[src/rtl/collision_pkg.sv]
// Shared helpers for the collision matrix: pair indexing and index-width sizing.
package collision_pkg;

   function automatic int pair_idx(input int a, input int t, input int nt);
      return a * nt + t;
   endfunction

   // A one-entry dimension still needs a 1-bit index port.
   function automatic int idx_w(input int n);
      return (n > 1) ? $clog2(n) : 1;
   endfunction

endpackage

[src/rtl/collision_matrix_ctrl_fifo.sv]
// Single-clock event FIFO. The head is read straight from the storage registers.
module sync_fifo #(
   parameter int WIDTH = 4,
   parameter int DEPTH = 8
) (
   input  logic             clk,
   input  logic             resetN,
   input  logic             push,
   input  logic [WIDTH-1:0] din,
   input  logic             pop,
   output logic [WIDTH-1:0] dout,
   output logic             full,
   output logic             empty
);
   localparam int PW = (DEPTH > 1) ? $clog2(DEPTH) : 1;
   localparam int CW = PW + 1;

   logic [DEPTH-1:0][WIDTH-1:0] mem;
   logic [PW-1:0]               wr_ptr, rd_ptr;
   logic [CW-1:0]               count;
   logic                        push_ok, pop_ok;

   assign full    = (count == CW'(DEPTH));
   assign empty   = (count == '0);
   // A push into a full FIFO is legal when the head leaves in the same cycle.
   assign push_ok = push && (!full || pop);
   assign pop_ok  = pop && !empty;
   assign dout    = mem[rd_ptr];

   always_ff @(posedge clk) begin
      if (!resetN) begin
         for (int i = 0; i < DEPTH; i++) mem[i] <= '0;
         wr_ptr <= '0;
         rd_ptr <= '0;
         count  <= '0;
      end else begin
         if (push_ok) begin
            mem[wr_ptr] <= din;
            wr_ptr      <= wr_ptr + PW'(1);
         end
         if (pop_ok) rd_ptr <= rd_ptr + PW'(1);
         count <= count + CW'(push_ok) - CW'(pop_ok);
      end
   end

endmodule

[src/rtl/collision_matrix_ctrl.sv]
// Per-frame actor x target collision detector with first-hit pulses, frame
// snapshot and a queued {actor,target} event stream.
module collision_matrix_ctrl
   import collision_pkg::*;
#(
   parameter int                 NA        = 2,
   parameter int                 NT        = 4,
   parameter logic [NA*NT-1:0]   PAIR_MASK = '1,
   parameter int                 DEPTH     = 8
) (
   input  logic                  clk,
   input  logic                  resetN,
   input  logic                  startOfFrame,
   input  logic [NA-1:0]         drawing_request_act,
   input  logic [NT-1:0]         drawing_request_tgt,
   input  logic [NA*NT-1:0]      pair_en,
   output logic                  collision,
   output logic [NA*NT-1:0]      hit_pulse,
   output logic                  SingleHitPulse,
   output logic [NA*NT-1:0]      frame_hits,
   output logic                  evt_valid,
   input  logic                  evt_ready,
   output logic [idx_w(NA)-1:0]  evt_actor,
   output logic [idx_w(NT)-1:0]  evt_target,
   output logic                  overflow
);
   localparam int NP = NA * NT;
   localparam int AW = idx_w(NA);
   localparam int TW = idx_w(NT);

   typedef struct packed {
      logic [AW-1:0] actor;
      logic [TW-1:0] target;
   } coll_evt_t;

   logic [NP-1:0] raw, new_hit, flag, pending, pend_clr, sel_oh;
   logic          sel_vld, push, pop, fifo_full, fifo_empty;
   coll_evt_t     sel_evt, head;

   for (genvar a = 0; a < NA; a++) begin : g_act
      for (genvar t = 0; t < NT; t++) begin : g_tgt
         localparam int P = pair_idx(a, t, NT);
         assign raw[P] = drawing_request_act[a] & drawing_request_tgt[t]
                       & PAIR_MASK[P] & pair_en[P];
      end
   end

   // At frame start the old flags no longer suppress: every overlap is a first hit.
   assign new_hit = raw & ~(flag & {NP{~startOfFrame}});

   // Fixed priority: descending scan so the lowest pending index wins.
   always_comb begin
      sel_vld = 1'b0;
      sel_oh  = '0;
      sel_evt = '0;
      for (int p = NP - 1; p >= 0; p--) begin
         if (pending[p]) begin
            sel_vld        = 1'b1;
            sel_oh         = '0;
            sel_oh[p]      = 1'b1;
            sel_evt.actor  = AW'(p / NT);
            sel_evt.target = TW'(p % NT);
         end
      end
   end

   assign pop      = evt_valid && evt_ready;
   assign push     = sel_vld && (!fifo_full || pop);
   assign pend_clr = push ? sel_oh : '0;

   always_ff @(posedge clk) begin
      if (!resetN) begin
         collision      <= 1'b0;
         hit_pulse      <= '0;
         SingleHitPulse <= 1'b0;
         frame_hits     <= '0;
         flag           <= '0;
         pending        <= '0;
         overflow       <= 1'b0;
      end else begin
         collision      <= |raw;
         hit_pulse      <= new_hit;
         SingleHitPulse <= |new_hit;
         if (startOfFrame) begin
            frame_hits <= flag;
            flag       <= raw;
            // Whatever could not be queued last frame is lost now.
            pending    <= new_hit;
            if (|(pending & ~pend_clr)) overflow <= 1'b1;
         end else begin
            flag    <= flag | raw;
            pending <= (pending & ~pend_clr) | new_hit;
         end
      end
   end

   sync_fifo #(.WIDTH($bits(coll_evt_t)), .DEPTH(DEPTH)) u_fifo (
      .clk    (clk),
      .resetN (resetN),
      .push   (push),
      .din    (sel_evt),
      .pop    (pop),
      .dout   (head),
      .full   (fifo_full),
      .empty  (fifo_empty)
   );

   assign evt_valid  = !fifo_empty;
   assign evt_actor  = head.actor;
   assign evt_target = head.target;

endmodule

[config.mk]
export PLATFORM = sky130hd
export DESIGN_NAME = collision_matrix_ctrl
export DESIGN_NICKNAME = d
export VERILOG_FILES = /design/src/rtl/collision_pkg.sv /design/src/rtl/collision_matrix_ctrl_fifo.sv /design/src/rtl/collision_matrix_ctrl.sv
export SDC_FILE = /design/constraint.sdc
export NUM_CORES = 1
export LEC_CHECK = 0
export CAP_MARGIN = 30
export CORE_ASPECT_RATIO = 0.6
export CORE_MARGIN = 1
export CORE_UTILIZATION = 58
export DETAILED_ROUTE_END_ITERATION = 10
export PLACE_DENSITY = 0.83
export SLEW_MARGIN = 20
export SYNTH_ARGS = -nofsm -noshare
export SYNTH_HDL_FRONTEND = slang
export SYNTH_SLANG_ARGS = --single-unit
[constraint.sdc]
create_clock -name clk -period 4 [get_ports clk]
set_input_delay 0.8 -clock clk [delete_from_list [all_inputs] [get_ports clk]]
set_output_delay 0.8 -clock clk [all_outputs]
set_load 0.05 [all_outputs]
==> reports/results.ini, run 1 <==
[timing]
relSlewSlack_pct = 61.88
tightest_slew_ps = 570.7
rsz0062_at_grt = no
period_share_pct = 83.62
fin_ws_ps = 655.1
finClkSkew_ps = 11.85
finalHoldViolCount = 0
report.final.slew_viol_count = 0
setup_tns_ps = 0
setup_viol = 0
layout_min_cycle_time_ps = 3345
fin_hold_ws_ps = 466.5
fmax_mhz = 299.0

[finish]
layout_common_cells = dfxtp_1 (69), nand2_1 (41), clkdlybuf4s50_1 (39)
syn2layout_area_growth_pct = 21.57
final_common_cell = dfxtp_1
instances_no_fill = 426
n_fill_cell = 366
final_nets = 382
layout-drive-gt1-share_pct = 13.33
n_antenna_cell = 0
utilization_pct = 73.84

[power]
vdd_ir_drop_max_mv = 0.3187
p_leak_uw = 0.001516
p_per_area_nw_per_um2 = 522.7

[clocking]
holdBufCountCts = 0
clk_path_buf_depth = 2
clockRootBuffer = clkbuf_8
post_cts_buffers = 0
clock_sinks = 69
post_cts_resized = 0
path_clk_slew_ps = 70
numCtsBuffers = 9
h-tree-depth = 3
tritoncts = done
clk_latency_ps = 360

[global_route]
grt_usage_pct = 26.25
antenna_found_initial = 0
grt_overflow_total = 0
grt_pass1_wl_um = 10690
grt_max_degree = 35
grt_pass1_vias = 2127

[logic_synthesis]
synth_area_leaders = dfxtp_1 (45%), mux2i_1 (8.4%), nand2_1 (5.0%), mux4_2 (4.4%), ha_1 (3.2%)
synth_top_cell_by_area = dfxtp_1
ys_warn_count = 0
postSynthCellCount = 318
synth.distinct_cells = 49
syn_area_um2 = 3085
yosysSeqAreaShare_pct = 44.77
ys_seq_elements = 69
synth.top_cell.area_share_pct = 44.77
mappedNetlistNets = 345
postSynthAreaPerCell_um2 = 9.703

[run]
maxCapViolCount = 0

[critical_path]
critPathLaunchType = register
arrival_ps = 2540
path_class = reg2out
critical_path.endpoint_type = output pin
crit_chain = mux4_2, mux2_2, clkdlybuf4s50_1
r2r_end = u_fifo.count[2]$_SDFF_PN0_
critPathMaxFanout = 8
cp-endpoint = evt_target[0]
max_stage_delay_ps = 700
crit_start = u_fifo.rd_ptr[0]$_SDFFE_PN0P_
rrSetupSlack_ps = 1650
r2r-start = u_fifo.count[1]$_SDFF_PN0_
r2r_cells = 11
required_ps = 3200
cpMaxStageDelayCell = clkdlybuf4s50_1

[detailed_routing]
via_count = 2378
drc = 0
drtPass1Iterations = 4
ant_nets = 0
wl_per_cell_um = 15.73
drt_iter0_drc = 165
wirelength_um = 6703
via_per_inst = 5.582

[floorplanning]
core-area_um2 = 5080
die_area_um2 = 5625
ioPinCount = 41
die_height_um = 58.50
num_rows = 20
die_w_um = 96.16
start_util_pct = 60.74

[placed_design]
io_buffers = 40
dp_slack_ps = 1031
dp.cells = 409
finalWeightedCongestion = 0.8598
dpl.hpwl_um = 4818

[run_status]
status = complete, no violations

[hold_path]
hp-class = reg2reg

[metrics by stage]
step           instance area (µm²)  power (µW)
2_1_floorplan                 3085        1144
3_3_place_gp                  3498        1252
3_5_place_dp                  3498        1274
4_1_cts                       3746        1967
5_1_grt                       3751        2051
6_report                      3751        1961
[synthesized netlist by cell type, drive strengths merged]
library cell   n
or3            3
inv           13
xor2           2
o211ai         1
buf            9
mux2i         26
nor4           2
fa             1
nor2          11
a31oi          1
nand4          1
o21bai         2
nand3b         2
nand3         22
o311ai         2
o31ai          1
a21boi        10
or2            2
xnor2          4
o21a           1
dfxtp         69
nor3           3
mux4           6
a21oi         11
and2          11
nand2b         5
a211oi         1
nor2b         14
a31o           3
or4            1
a22o           2
o21ai         10
clkbuf         8
nand2         45
ha             8
a21o           2
mux2           3
[cell type report]
| type | instances | area, µm² | area share [%] |
|---|---|---|---|
| Inverter | 13 | 51.30 | 1.368 |
| Clock inverter | 6 | 110.1 | 2.935 |
| Sequential cell | 69 | 1381 | 36.82 |
| Tap cell | 66 | 82.58 | 2.201 |
| Clock buffer | 10 | 137.6 | 3.669 |
| Multi-Input combinational cell | 219 | 1573 | 41.93 |
| Timing Repair Buffer | 43 | 415.4 | 11.07 |
[flip-flops by register name, summed over array words and instances (netlist names)]
register,count
SingleHitPulse,1
collision,1
flag,8
frame_hits,8
hit_pulse,8
overflow,1
pending,8
u_fifo.count,4
u_fifo.mem,24
u_fifo.rd_ptr,3
u_fifo.wr_ptr,3
[critical path: cells and delay by family, from the launching register on]
family,cells,cell delay [ps]
mux,2,840
buf+inv,1,700
flops,1,650
[worst min path at each step]
stage	start	endpoint	slack (ps)	cells after the start
final	u_fifo.mem[20]$_SDFFE_PN0P_	u_fifo.mem[20]$_SDFFE_PN0P_	470	2
after CTS	u_fifo.mem[19]$_SDFFE_PN0P_	u_fifo.mem[19]$_SDFFE_PN0P_	460	2
after floorplan	u_fifo.mem[18]$_SDFFE_PN0P_	u_fifo.mem[18]$_SDFFE_PN0P_	430	2
after global routing	u_fifo.mem[19]$_SDFFE_PN0P_	u_fifo.mem[19]$_SDFFE_PN0P_	480	2
after detailed placement	u_fifo.mem[20]$_SDFFE_PN0P_	u_fifo.mem[20]$_SDFFE_PN0P_	450	2
after global placement	u_fifo.mem[18]$_SDFFE_PN0P_	u_fifo.mem[18]$_SDFFE_PN0P_	440	2
[logic make-up (layout without fill, tap and decap cells)]
family / Yosys count / count (layout) / share of synthesized area, %
AO/OA/AOI/OAI: 47 / 47 / 9.976
adder cells (fa/ha/maj): 9 / 9 / 3.893
flip-flops: 69 / 69 / 44.77
buffers and inverters: 30 / 72 / 4.258
multiplexers: 35 / 35 / 13.91
AND/OR/NAND/NOR: 122 / 122 / 21.49
XOR/XNOR: 6 / 6 / 1.703
[metal layers]
layer  vias up  global-route usage, %  share of wire (%)
met4         0                  11.30                1.6
li1       1169                      -                  -
met1      1133                  39.79                 51
met2        63                  34.55                 40
met5         -                      0                  0
met3        13                  6.977                6.8
[power by group]
group | internal, µW | switching (µW)
registers | 734 | 58.5
clock network | 430 | 265
logic | 203 | 271
total | 1370 | 594
No activity file was read; power rests on OpenSTA's default activity.
==> inputs of run 2 (changes only) <==
--- a/config.mk
+++ b/config.mk
@@ -8,9 +8,9 @@
 export CAP_MARGIN = 30
 export CORE_ASPECT_RATIO = 0.6
 export CORE_MARGIN = 1
-export CORE_UTILIZATION = 58
+export CORE_UTILIZATION = 54
 export DETAILED_ROUTE_END_ITERATION = 10
-export PLACE_DENSITY = 0.83
+export PLACE_DENSITY = 0.78
 export SLEW_MARGIN = 20
 export SYNTH_ARGS = -nofsm -noshare
 export SYNTH_HDL_FRONTEND = slang
==> constraint.sdc (replaced) <==
create_clock -name clk -period 3.3 [get_ports clk]
set_input_delay 0.66 -clock clk [delete_from_list [all_inputs] [get_ports clk]]
set_output_delay 0.66 -clock clk [all_outputs]
set_load 0.05 [all_outputs]
==> reports/results.ini, run 2 (synthesized netlist as in run 1, its figures left out) <==
[critical_path]
rrSetupSlack_ps = 1060  ; was 1650 ps
max_stage_delay_ps = 690  ; was 700 ps
path_class = reg2out  ; unchanged
critical_path.endpoint_type = output pin  ; unchanged
r2r_end = u_fifo.count[2]$_SDFF_PN0_  ; unchanged
crit_family = multiplexers  ; unchanged
cpMaxStageDelayCell = clkdlybuf4s50_1  ; unchanged
r2r-start = u_fifo.count[1]$_SDFF_PN0_  ; unchanged
crit_buf_inv = 1  ; unchanged
crit_chain = mux4_2, mux2_2, clkdlybuf4s50_1  ; unchanged
critPathMaxFanout = 8  ; unchanged
critPathLaunchType = register  ; unchanged
r2r_cells = 11  ; unchanged
arrival_ps = 2350  ; was 2540 ps
required_ps = 2640  ; was 3200 ps

[placed_design]
io_buffers = 40  ; unchanged
dpl_cell_area_um2 = 3517  ; was 3498 µm²
finalWeightedCongestion = 0.8177  ; was 0.8598
dpl.hpwl_um = 5131  ; was 4818 µm

[floorplanning]
die_w_um = 99.59  ; was 96.16 µm
num_rows = 20  ; unchanged
die_height_um = 60.55  ; was 58.50 µm
ioPinCount = 41  ; unchanged
core-area_um2 = 5280  ; was 5080 µm²
start_util_pct = 58.44  ; was 60.74%
die_area_um2 = 6030  ; was 5625 µm²

[timing]
setup_viol = 0  ; unchanged
setup_tns_ps = 0  ; unchanged
period_share_pct = 91.07
finClkSkew_ps = 7.227  ; was 11.85 ps
rsz0062_at_grt = no  ; unchanged
finalHoldViolCount = 0  ; unchanged
relSlewSlack_pct = 54.23  ; was 61.88%
layout_min_cycle_time_ps = 3005
fmax_mhz = 332.8
tightest_slew_ps = 682.0  ; was 570.7 ps
report.final.slew_viol_count = 0  ; unchanged

[power]
p_total_uw = 2337  ; was 1961 µW
vdd_ir_drop_max_mv = 0.2832  ; was 0.3187 mV
p_per_area_nw_per_um2 = 621.2  ; was 522.7 nW/µm²
p_seq_share_pct = 41.1  ; was 40.4%
p_sw_uw = 696.3  ; was 594.2 µW
p_leak_uw = 0.001522  ; was 0.001516 µW
internal-power_uw = 1641  ; was 1366 µW
switching_share_pct = 29.79  ; was 30.31%
clockPowerShare_pct = 34.9  ; was 35.4%
pwr-share-comb_pct = 24.0  ; was 24.1%

[global_route]
antenna_found_initial = 0  ; unchanged
grt_pass1_vias = 2184  ; was 2127
grt_max_degree = 46  ; was 35
grt_overflow_total = 0  ; unchanged
grt_pass1_wl_um = 11040  ; was 10690 µm
grt_usage_pct = 25.32  ; was 26.25%

[finish]
multi_input_area_um2 = 1573  ; unchanged
final_common_cell = dfxtp_1  ; unchanged
largest_register_ffs = 24  ; unchanged
final_nets = 382  ; unchanged
top_register = u_fifo.mem  ; unchanged
stdcell_area_um2 = 3762  ; was 3751 µm²
layout-drive-gt1-share_pct = 13.61  ; was 13.33%
n_antenna_cell = 0  ; unchanged
layout_common_cells = dfxtp_1 (68), nand2_1 (41), clkdlybuf4s50_1 (39)  ; was dfxtp_1 (69), nand2_1 (41), clkdlybuf4s50_1 (39)
register_area_um2 = 1383  ; was 1381 µm²
syn2layout_area_growth_pct = 21.94  ; was 21.57%
n_fill_cell = 401  ; was 366
utilization_pct = 71.26  ; was 73.84%

[detailed_routing]
drt_iter0_drc = 130  ; was 165
wl_per_cell_um = 16.27  ; was 15.73 µm
ant_nets = 0  ; unchanged
drc = 0  ; unchanged
via_per_inst = 5.453  ; was 5.582
drtPass1Iterations = 4  ; unchanged
wirelength_um = 7109  ; was 6703 µm
via_count = 2383  ; was 2378

[clocking]
clk_latency_ps = 350  ; was 360 ps
clockRootBuffer = clkbuf_8  ; unchanged
h-tree-depth = 3  ; unchanged
clk_path_buf_depth = 2  ; unchanged
tritoncts = done  ; unchanged
clock_sinks = 69  ; unchanged
numCtsBuffers = 9  ; unchanged
path_clk_slew_ps = 70  ; about the same

[run]
maxCapViolCount = 0  ; unchanged

[run_status]
status = complete, no violations  ; unchanged

[hold_path]
hold_start = u_fifo.mem[17]$_SDFFE_PN0P_  ; was u_fifo.mem[20]$_SDFFE_PN0P_
min_to = u_fifo.mem[17]$_SDFFE_PN0P_  ; was u_fifo.mem[20]$_SDFFE_PN0P_
holdPathStages = 2  ; unchanged
hp-class = reg2reg  ; unchanged

==> run 2: timing repair <==
item,in CTS,in global routing
setup buffers,0,0
endpoints found under the setup margin,0,1
resized for setup,0,1
hold buffers,0,0
==> run 2: power by group through the flow <==
stage | Combinational, µW | Clock [µW] | Sequential, µW
final | 560 | 817 | 960
after global routing | 614 | 863 | 971
after CTS | 560 | 824 | 959
after detailed placement | 556 | 0 | 977
after global placement | 537 | 0 | 975
after floorplan | 418 | 0 | 969
==> run 2: area by class of cell <==
| class | count | area share, % |
|---|---|---|
| timing repair buffer | 43 | 11.04 |
| tap | 77 | 2.561 |
| clock inverter | 3 | 1.729 |
| clock buffer | 13 | 4.756 |
| inverter | 13 | 1.363 |
| sequential | 69 | 36.75 |
| multi-input combinational | 219 | 41.80 |
==> run 2: worst max path at each step <==
stage / start / depth (start not counted) / slack [ps] / to
6_report: u_fifo.rd_ptr[0]$_SDFFE_PN0P_ / 3 / 290 / evt_target[1]
5_1_grt: u_fifo.rd_ptr[0]$_SDFFE_PN0P_ / 3 / 180 / evt_target[1]
4_1_cts: u_fifo.rd_ptr[0]$_SDFFE_PN0P_ / 3 / 90 / evt_target[1]
3_5_place_dp: u_fifo.rd_ptr[0]$_SDFFE_PN0P_ / 3 / 470 / evt_target[1]
3_3_place_gp: u_fifo.rd_ptr[0]$_SDFFE_PN0P_ / 3 / 510 / evt_target[1]
2_1_floorplan: u_fifo.count[2]$_SDFF_PN0_ / 12 / 920 / u_fifo.count[2]$_SDFF_PN0_
==> run 2: worst reg2reg max path: cells and delay by family (launching register included) <==
kind / cells / cell delay (ps)
xor gates and xnor gates: 1 / 130
and+or+nand+nor: 4 / 660
DFF: 1 / 360
adders and majority gates: 3 / 810
buffers and inverters: 3 / 170
==> run 2: routing by layer <==
metal / global-route usage [%] / vias to the layer above / part of all wire [%] / routed length, µm
met3: 9.677 / 6 / 7.4 / 528
met5: 0 / - / 0 / 0
met1: 37.04 / 1130 / 52 / 3721
li1: - / 1164 / - / -
met2: 33.93 / 83 / 39 / 2778
met4: 8.193 / 0 / 1.1 / 80
==> run 2: stage by stage <==
step                      std cells  worst slack, ps  hold WS, ps
after floorplan                 318            915.9        431.5
after global placement          420            508.4        443.1
after detailed placement        421            471.4        450.2
after CTS                       437            90.40        460.2
after global routing            437            181.4        497.2
final                           437            294.8        458.3
